===== config.mk =====
export PLATFORM = sky130hd
export DESIGN_NAME = multi_mode_register
export DESIGN_NICKNAME = d
export VERILOG_FILES = /design/src/rtl/sap_reg_pkg.sv /design/src/rtl/multi_mode_register.sv
export SDC_FILE = /design/constraint.sdc
export NUM_CORES = 1
export LEC_CHECK = 0
export ABC_AREA = 1
export ABC_CLOCK_PERIOD_IN_PS = 2100
export CAP_MARGIN = 15
export CORE_ASPECT_RATIO = 1.75
export CORE_MARGIN = 2
export CORE_UTILIZATION = 45
export CTS_BUF_LIST = sky130_fd_sc_hd__clkbuf_16
export DETAILED_ROUTE_END_ITERATION = 10
export GPL_ROUTABILITY_DRIVEN = 0
export GPL_TIMING_DRIVEN = 0
export PLACE_DENSITY = 0.75
export SETUP_SLACK_MARGIN = 0.3
export SLEW_MARGIN = 20
export SYNTH_ARGS = -nofsm -noshare
export SYNTH_HDL_FRONTEND = slang
export SYNTH_SLANG_ARGS = --single-unit

===== constraint.sdc =====
create_clock -name clk -period 2.1 [get_ports clk]
set_clock_uncertainty 0.05 [all_clocks]
set_input_delay 0.21 -clock clk [delete_from_list [all_inputs] [get_ports clk]]
set_output_delay 0.21 -clock clk [all_outputs]
set_load 0.03 [all_outputs]

===== src/rtl/sap_reg_pkg.sv =====
// sap_reg_pkg: mode encodings and sequencer states for multi_mode_register
package sap_reg_pkg;
    localparam logic [2:0] MODE_HOLD   = 3'd0;
    localparam logic [2:0] MODE_INC    = 3'd1;
    localparam logic [2:0] MODE_DEC    = 3'd2;
    localparam logic [2:0] MODE_SHL    = 3'd3;
    localparam logic [2:0] MODE_SHR    = 3'd4;
    localparam logic [2:0] MODE_ROTL   = 3'd5;
    localparam logic [2:0] MODE_ROTR   = 3'd6;
    localparam logic [2:0] MODE_MSHIFT = 3'd7;
    typedef enum logic {IDLE, SHIFT} state_t;
endpackage


===== src/rtl/multi_mode_register.sv =====
// multi_mode_register: load/arith/shift register with flags, bus enable and shift-by-N sequencer
module multi_mode_register
    import sap_reg_pkg::*;
#(
    parameter int WIDTH = 8,
    localparam int AW = $clog2(WIDTH + 1)
) (
    input  logic             clk,
    input  logic             clr,
    input  logic             nL,
    input  logic [2:0]       mode,
    input  logic [WIDTH-1:0] d_in,
    input  logic             ser_in,
    input  logic             dir,
    input  logic [AW-1:0]    amt,
    input  logic             en_out,
    output logic [WIDTH-1:0] q,
    output logic [WIDTH-1:0] bus_out,
    output logic             carry,
    output logic             zero,
    output logic             busy,
    output logic             done
);
    state_t state, state_nx;
    logic [WIDTH-1:0] q_nx;
    logic [AW-1:0] cnt, cnt_nx, amt_sat;
    logic carry_nx, dir_q, dir_nx, done_nx;

    assign amt_sat = (amt > AW'(WIDTH)) ? AW'(WIDTH) : amt;
    assign bus_out = en_out ? q : '0;
    assign zero = (q == '0);
    assign busy = (state == SHIFT);

    always_comb begin
        q_nx = q;
        carry_nx = carry;
        state_nx = state;
        cnt_nx = cnt;
        dir_nx = dir_q;
        done_nx = 1'b0;
        if (state == SHIFT) begin
            q_nx = dir_q ? {1'b0, q[WIDTH-1:1]} : {q[WIDTH-2:0], 1'b0};
            carry_nx = dir_q ? q[0] : q[WIDTH-1];
            cnt_nx = cnt - AW'(1);
            if (cnt == AW'(1)) begin
                state_nx = IDLE;
                done_nx = 1'b1;
            end
        end else if (!nL) begin
            q_nx = d_in;
        end else begin
            case (mode)
                MODE_HOLD: ;
                MODE_INC:  {carry_nx, q_nx} = {1'b0, q} + (WIDTH + 1)'(1);
                MODE_DEC:  {carry_nx, q_nx} = {1'b0, q} - (WIDTH + 1)'(1);
                MODE_SHL:  {carry_nx, q_nx} = {q, ser_in};
                MODE_SHR:  {q_nx, carry_nx} = {ser_in, q};
                MODE_ROTL: {carry_nx, q_nx} = {q[WIDTH-1], q[WIDTH-2:0], q[WIDTH-1]};
                MODE_ROTR: {q_nx, carry_nx} = {q[0], q[WIDTH-1:1], q[0]};
                MODE_MSHIFT: begin
                    // an amount of zero completes immediately without entering SHIFT
                    cnt_nx = amt_sat;
                    dir_nx = dir;
                    done_nx = (amt_sat == '0);
                    state_nx = (amt_sat == '0) ? IDLE : SHIFT;
                end
                default: ;
            endcase
        end
    end

    always_ff @(posedge clk) begin
        if (clr) begin
            q <= '0;
            carry <= 1'b0;
            state <= IDLE;
            cnt <= '0;
            dir_q <= 1'b0;
            done <= 1'b0;
        end else begin
            q <= q_nx;
            carry <= carry_nx;
            state <= state_nx;
            cnt <= cnt_nx;
            dir_q <= dir_nx;
            done <= done_nx;
        end
    end
endmodule


# After elaboration in Yosys (flattened, before gate mapping)
# Index checks and enable logic that the tools add are counted.
[classes]
addsub = 3
n_mul = 0
n_div = 0
magnitude_cmp = 1
n_eq_ne = 9
n_shift = 0
n_mux = 22
bitwise_logic = 1
n_reduce_logical = 10
[op_table]
columns = ["cell", "count"]
rows = [
  ["$pmux W8 S6", 1],
  ["$mux W8", 4],
  ["$mux W4", 4],
  ["$eq A3 B3 Y1 const B", 4],
  ["$mux W1", 12],
  ["$add A8 B1 Y9 const B", 1],
  ["$sub A8 B1 Y9 const B", 1],
  ["$logic_not A8 Y1", 1],
  ["$ne A8 B1 Y1 const B", 1],
  ["$eq A3 B2 Y1 const B", 2],
  ["$reduce_bool A5 Y1", 1],
  ["$eq A4 B1 Y1 const B", 1],
  ["$gt A4 B4 Y1 const B", 1],
  ["$logic_not A4 Y1", 1],
  ["$pmux W1 S4", 1],
  ["$reduce_and A2 Y1", 2],
  ["$reduce_bool A2 Y1", 2],
  ["$reduce_or A2 Y1", 2],
  ["$sub A4 B1 Y4 const B", 1],
  ["$eq A3 B1 Y1 const B", 1],
  ["$reduce_and A3 Y1", 1],
  ["$not A1 Y1", 1],
]
[totals]
regBits = 16
latch_bits = 0
mem_bits_rw = 0
rom_bits = 0
input_bits = 21
output_inout_bits = 20
word_cells = 52
memories = 0

# Longest topological paths before layout
[depth]
word_depth = 7
ltp_mapped = 11
ltp_nobuf = 10

# Worst setup path after synthesis
# Ideal clock, no wire load.
[synth_timing]
path_type = "reg-to-reg"
from = "register q[0]"
to = "register q[2]"
arrival_time_ns = 1.547
setup_slack_ns = 0.381
stages_incl_launch_ff = 10
synth_period_minus_slack_ns = 1.719
path_cell_list = "dfxtp_1 -> buf_2 -> inv_1 -> ha_1 -> inv_1 -> nor2_1 -> o21ai_0 -> nand3_1 -> o21ai_0 -> a21oi_1"
[synth_between]
elab_chain_len = 4
word_cells_on_any_way = 5
[synth_lines]
columns = ["element", "line", "text"]
rows = [
  ["from (decl)", "multi_mode_register.sv:17", "output logic [WIDTH-1:0] q,"],
  ["from (signal assigned)", "multi_mode_register.sv:81", "q <= q_nx;"],
  ["$sub A8 B1 Y9 or $add A8 B1 Y9 (tied branches)", "multi_mode_register.sv:55, multi_mode_register.sv:54", ""],
  ["$pmux W8 S6 *", "multi_mode_register.sv:52", "case (mode)"],
  ["$mux W8 *", "multi_mode_register.sv:49", "end else if (!nL) begin"],
  ["$mux W8 *", "multi_mode_register.sv:41", "if (state == SHIFT) begin"],
]
# Mark *: on every way between the ends. The rest lies on a longest branch, timed or not.
# A chain may end at the register's enable or synchronous reset.

# Worst setup path in the final report
[layout_timing]
from = "input mode[1]"
to = "register q[3]"
[layout_between]
elab_chain_len = 4
word_cells_on_any_way = 10
[layout_lines]
columns = ["element", "line", "text"]
rows = [
  ["from (decl)", "multi_mode_register.sv:11", "input logic [2:0] mode,"],
  ["$eq A3 B3 Y1 (tied with other cells)", "multi_mode_register.sv:52", ""],
  ["$pmux W8 S6", "multi_mode_register.sv:52", ""],
  ["$mux W8", "multi_mode_register.sv:49", ""],
  ["$mux W8", "multi_mode_register.sv:41", ""],
]
# Parallel ways exist; a longest one is shown, timed or not.

==> key figures <==
Outcome
  • Outcome: finished clean

Placement
  • I/O Buffers: 39
  • DP Area: 0.00203 mm^2
  • DP Cell Count: 361
  • HPWL after DPL: 3880 um

Power and ir drop
  • Sw Share: 0.375
  • Switching Power: 462 uW
  • Power after layout: 1230 uW
  • Worst VDD drop: 0.000391 V
  • Clock power share: 0.313
  • Sequential Power Share: 0.286
  • Leak: 0.00105 uW
  • Power Density: 559 mW/mm^2
  • Combinational share of power: 0.401
  • Cell internal pwr: 772 uW

Job
  • Number of max-cap violations: 0

Detailed routing
  • Routed vias: 2039
  • Routed Wire Length: 5220 um
  • Initial DRC count: 86
  • DR WL/cell: 13.9 um
  • Vias/cell: 5.44
  • DRT antenna net count: 0
  • Drt pass-1 iters: 5
  • DRC Markers: 0

Synthesis
  • Area of the mapped netlist: 0.00158 mm^2
  • Syn Inst Count: 277
  • Synth top area cells: dfxtp_1 20%, nand2_1 14%, nor2_1 9.0%
  • Synth Area per Inst: 5.70 um^2
  • Post-Syn Nets: 303
  • Share of the synthesized area in the top cell type: 0.203
  • Sequential share of the synthesized area: 0.203
  • Yosys Warn Count: 0
  • #FFs+latches synth: 16
  • Yosys cell types: 31
  • Largest area contributor in the netlist: dfxtp_1

STA
  • Final Critical Period: 1.75 ns
  • Pins Over Slew Limit: 0
  • Setup violations, final: 0
  • Count of final hold-check violations: 0
  • Slew margin rel.: 0.610
  • Hold WS: 0.456 ns
  • Setup TNS Final: 0 ns
  • Final Cycle Share: 0.831
  • Actual transition at the worst max-transition pin: 0.583 ns
  • RSZ-0062 raised after global routing: false
  • Fmax: 0.573 GHz

CTS
  • TritonCTS clock tree: done
  • Worst-path clk slew: 0.05 ns
  • Post-CTS Hold Fix Bufs: 0
  • H-tree levels: 1
  • Num CTS Buffers: 3
  • Clk_lat worst skew: 0.25 ns
  • Root buffer cell: clkbuf_16
  • TritonCTS Sinks: 16
  • CTS Buffer Depth: 2

Finish
  • Reg area: 323 um^2
  • Non-Filler Instances: 375
  • Fill count: 348
  • Synthesis-to-finish area growth: 39.7%
  • # diodes: 0
  • Most frequent cells in the layout: 61 x nand2_1, 36 x nor2_1, 31 x inv_1
  • Nets: 357
  • Most common cell after layout, fill and taps aside: nand2_1
  • Layout cell share with drive strength beyond 1: 0.112
  • Post-route cell area: 0.00221 mm^2
  • Multi-input gate area: 0.00111 mm^2

Global routing
  • GRT Util Overall: 0.268
  • Grt total ovfl: 0
  • Via count of the first global-routing pass: 1767
  • Global-route wire length before repair: 8340 um
  • Antenna violations before repair: 0
  • Largest net degree at the start of global routing: 11

Floorplan
  • Core Area: 0.00336 mm^2
  • Io pins: 41
  • Die Y-Extent: 82.4 um
  • Num rows: 28
  • Die width: 48.8 um
  • Die area: 0.00402 mm^2
  • Starting Density: 0.470

Setup path
  • CP arrival: 1.88 ns
  • CP Capture Type: register
  • Worst endpoint required time: 2.23 ns
  • Crit path max fanout: 8
  • Startpoint Class: primary input
  • Crit path kind: in2reg

Worst hold path
  • Hold crit path type: reg2reg
power groups by stage:
| stage | sequential, uW | clock [uW] | combinational [uW] |
|---|---|---|---|
| floorplan | 385 | 0 | 265 |
| global route | 356 | 398 | 547 |
| detailed placement | 357 | 0 | 464 |
| CTS | 351 | 384 | 460 |
| global placement | 357 | 0 | 461 |
| finish | 353 | 386 | 495 |
area by class of cell:
| type | count | share of cell area |
|---|---|---|
| Sequential cell | 16 | 0.146 |
| Multi-Input combinational cell | 215 | 0.501 |
| Buffer | 11 | 0.0249 |
| Clock buffer | 3 | 0.0340 |
| Inverter | 35 | 0.0612 |
| Clock inverter | 1 | 0.00170 |
| Tap cell | 45 | 0.0255 |
| Timing Repair Buffer | 49 | 0.206 |
metal layers:
layer | GRT usage | wire, um
met2 | 0.515 | 2840
met5 | 0 | 0
met3 | 0.0252 | 303
met4 | 0.143 | 214
met1 | 0.288 | 1860
through the flow:
stage               setup slack (ns)  utilization
floorplan                      0.381            -
global placement              0.0814        0.603
detailed placement            0.0676        0.603
CTS                            0.136        0.624
global route                   0.278        0.657
finish                         0.354        0.657
state kept, by name, indices dropped and copies added (netlist names):
name and cells:
cnt 4, dir_q 1, done 1, q 8, busy 1, carry 1
path summary, 6_finish.rpt:
| path | endpoint | from | cells past startpoint | slack, ns |
|---|---|---|---|---|
| max reg2reg | q[7] | q[0] | 8 | 0.41 |
| min reg2reg | cnt[3] | cnt[3] | 2 | 0.46 |
| min | cnt[3] | cnt[3] | 2 | 0.46 |
| max | q[3] | mode[1] | 10 | 0.35 |
cells in the mapped netlist:
library cell,count
xor2_1,1
nand3b_1,1
nor3_2,1
nand3_2,2
nand2_2,1
a21boi_0,1
clkbuf_1,6
o22ai_1,1
ha_1,5
a21oi_4,1
nor3b_1,3
a21oi_1,22
inv_1,33
nand2_1,61
a22oi_1,2
a211oi_1,3
nor2_1,38
o21bai_1,1
a31oi_1,1
dfxtp_1,16
nor3_1,6
o211ai_1,2
o21ai_0,25
inv_2,2
buf_2,5
xnor2_1,1
nand3_1,28
a32o_1,2
nor2_4,1
o21ai_1,1
nand4_1,4
critical path, stage by stage:
cell and delay [ns]:
clkdlybuf4s50_1 0.50, inv_2 0.17, nand3_2 0.14, nand2_4 0.18, nor2_4 0.05, buf_2 0.16
buf_4 0.14, a21oi_1 0.14, nand2_1 0.07, a21oi_1 0.11
cell families after synthesis:
kind of cell | after synthesis | synth area share
buf+inv | 46 | 0.113
xor+xnor | 2 | 0.0111
compound gates | 62 | 0.226
fa+ha+maj | 5 | 0.0396
flops | 16 | 0.203
simple gates | 146 | 0.408
timing repair:
| item | in CTS | in global routing |
|---|---|---|
| setup endpoints to repair | 8 | 13 |
| resized for setup | 9 | 21 |
| buffers inserted | 0 | 10 |
| pin swaps | 0 | 2 |
(Power assumes the default switching activity.)
==> variant, RTL diff (same settings) <==
Change the parameter `WIDTH` from 8 to 16.
--- a/src/rtl/multi_mode_register.sv
+++ b/src/rtl/multi_mode_register.sv
@@ -2,7 +2,7 @@
 module multi_mode_register
     import sap_reg_pkg::*;
 #(
-    parameter int WIDTH = 8,
+    parameter int WIDTH = 16,
     localparam int AW = $clog2(WIDTH + 1)
 ) (
     input  logic             clk,
Ports: changed (resized amt, bus_out, d_in and q); port bits go from 41 to 66. The function was not compared with the original's and may differ.
==> variant against the original RTL <==
Total power rose by 67%; critical path depth did not move; cell area rose by 76%; wire length rose by 110%; non-clock buffer count rose by 41; synthesized area rose by 80%; via count rose by 85%; sequential share of layout area fell by 1.5 points; worst setup slack got worse by 200 ps; sequential cell count rose by 9; die area rose by 74%; highest routed layer unchanged.
==> variant: results (changes against the original RTL) <==
Clocking:
- The root buffer selected by CTS is sky130_fd_sc_hd__clkbuf_16.
- The clock transition at the registers of the reported paths is 70 ps (+20 ps).
- The deepest clock path buffer count is 2 (unchanged).
- The worst-skew pair later-pin latency is 270 ps (+20 ps).
- The buffers inserted during post-CTS setup optimization is 6 (+6).
- The post-cts resize count is 42 (+33).
- The total CTS buffers is 3 (unchanged).
- The number of levels the H-tree was split into is 1 (unchanged).

Yosys:
- The total nets after synthesis came to 522 (+72%).
- Ranked by total cell area, the synthesized netlist is headed by sky130_fd_sc_hd__dfxtp_1, sky130_fd_sc_hd__nand2_1, sky130_fd_sc_hd__nand3_1.
- The number of distinct standard cells referenced by the synthesized netlist is 38 (+23%).
- The total of warnings raised by yosys is 0 (unchanged).
- The sequential-to-total area share from yosys stat is 17.6% (-2.7 points).
- In the synthesized netlist, the cells that appear most often are sky130_fd_sc_hd__nand2_1, sky130_fd_sc_hd__inv_1, sky130_fd_sc_hd__nand3_1, sky130_fd_sc_hd__nor2_1, sky130_fd_sc_hd__o21ai_0.
- The most used flip-flop cell after synthesis is sky130_fd_sc_hd__dfxtp_1.
- The proportion of register bits with asynchronous set or reset after synthesis is 0% (unchanged).

GRT:
- The number of antenna violations at the first check in global routing is 0 (unchanged).
- The first-pass GRT wire length is 17.0 mm (+100%).
- The global routing usage summed across all routing layers was 31.0% (+4.2 points).
- The number of global-route vias before repair is 3,567 (+100%).
- The maximum number of pins on one net before global-route repair is 16 (+5).

Power and ir drop:
- The static power due to leakage is 1.77 nW (+68%).
- The worst voltage drop across the vdd grid is 0.000302 V (-23%).

Detailed routing:
- The first-pass detailed-route iteration total came to 6 (+1).
- The via total after detailed routing is 3,769 (+85%).
- The number of DRC violations after detailed-routing iteration 0 came to 426 (+400%).
- The routed length per placed instance is 16.8 um (+21%).

Run status:
- The run finished with clean final reports.

Finish:
- The net count reported at finish is 598 (+68%).
- The number of antenna diodes came to 0 (unchanged).
- The largest registers in the layout are q (16), cnt (5).
- The filler cell count in the final layout is 599 (+72%).
- The fraction of final layout cells with drive strength greater than 1 is 18.7% (+7.4 points).

Worst setup path:
- The highest-delay cell along the critical path is sky130_fd_sc_hd__dfxtp_4.
- The longest individual stage delay on the worst path is 350 ps (-150 ps).
- Among cell families on the critical path, the largest total delay comes from simple AND/OR/NAND/NOR gates.
- The biggest fanout along the worst timing path is 6 (-2).

Min path:
- In this run the worst hold path is classified as in -> reg.

Timing:
- The setup TNS came to 0 ps (unchanged).
- The actual slew at the worst max-slew pin is 467 ps (-116 ps).

Placed design:
- The count of buffers from port buffering was 64 (+64%).
- The HPWL after detailed placement is 8.12 mm (+110%).
variant: changes by cell type in the layout (fill, tap and decap cells not counted), moves of 6 or more:
cell                              before  now
sky130_fd_sc_hd__a211oi_1              3    9
sky130_fd_sc_hd__a22oi_1               2   11
sky130_fd_sc_hd__clkdlybuf4s50_1      29   45
sky130_fd_sc_hd__dfxtp_1              14   20
sky130_fd_sc_hd__dlygate4sd2_1         5   16
sky130_fd_sc_hd__inv_1                31   49
sky130_fd_sc_hd__nand2_1              61  116
sky130_fd_sc_hd__nand2_2               0   10
sky130_fd_sc_hd__nand3_1              27   47
sky130_fd_sc_hd__nor2_4                1    7
sky130_fd_sc_hd__o21ai_0              23   34
sky130_fd_sc_hd__o22ai_1               1    7
variant: final timing paths:
| path | to | startpoint | slack (ps) | cells after the start |
|---|---|---|---|---|
| max reg2reg | q[14]$_SDFFE_PP0P_ | q[0]$_SDFFE_PP0P_ | 350 | 12 |
| min reg2reg | cnt[4]$_SDFFE_PP0P_ | cnt[4]$_SDFFE_PP0P_ | 490 | 3 |
| max | zero | q[0]$_SDFFE_PP0P_ | 150 | 10 |
| min | busy$_SDFF_PP0_ | mode[2] | 470 | 5 |
variant: layout make-up:
cell class | instances | area, um^2 | share of cell area [%]
well taps | 80 | 100 | 2.57
inverters | 59 | 243 | 6.23
flip-flops and latches | 25 | 512 | 13.1
plain buffers | 30 | 203 | 5.20
clock inverters | 1 | 6.26 | 0.161
repair buffers | 71 | 676 | 17.3
clock buffers | 3 | 75.1 | 1.93
multi-input cells | 374 | 2080 | 53.4
variant: cell families after synthesis:
family / Yosys count / synth area share, %
xor+xnor: 8 / 2.46
simple gates: 252 / 39.9
buf+inv: 89 / 13.7
fa+ha+maj: 4 / 1.76
flops: 25 / 17.6
compound gates: 110 / 24.6
variant: where the power goes:
group / total (mW) / switching [mW] / internal [mW]
sequential: 0.555 / 0.0405 / 0.515
clock: 0.456 / 0.195 / 0.260
combinational: 1.04 / 0.660 / 0.384
total: 2.06 / 0.896 / 1.16
variant: routing by layer:
layer / track usage (%) / vias up / part of all wire (%)
met3: 3.82 / 64 / 7.7
met5: 0 / - / 0
li1: - / 1784 / -
met4: 24.8 / 0 / 7.3
met1: 33.5 / 1684 / 35
met2: 53.8 / 237 / 50
variant: metrics by stage:
step | hold WS [ps] | std cells | setup slack (ps) | area (um^2) | util [%]
2_1_floorplan | 229 | 488 | 175 | 2910 | -
3_3_place_gp | 479 | 632 | -335 | 3650 | 59.1
3_5_place_dp | 481 | 632 | -357 | 3650 | 59.1
4_1_cts | 482 | 642 | 157 | 3810 | 61.7
5_1_grt | 508 | 643 | 58.3 | 3890 | 63.0
6_report | 475 | 643 | 155 | 3890 | 63.0
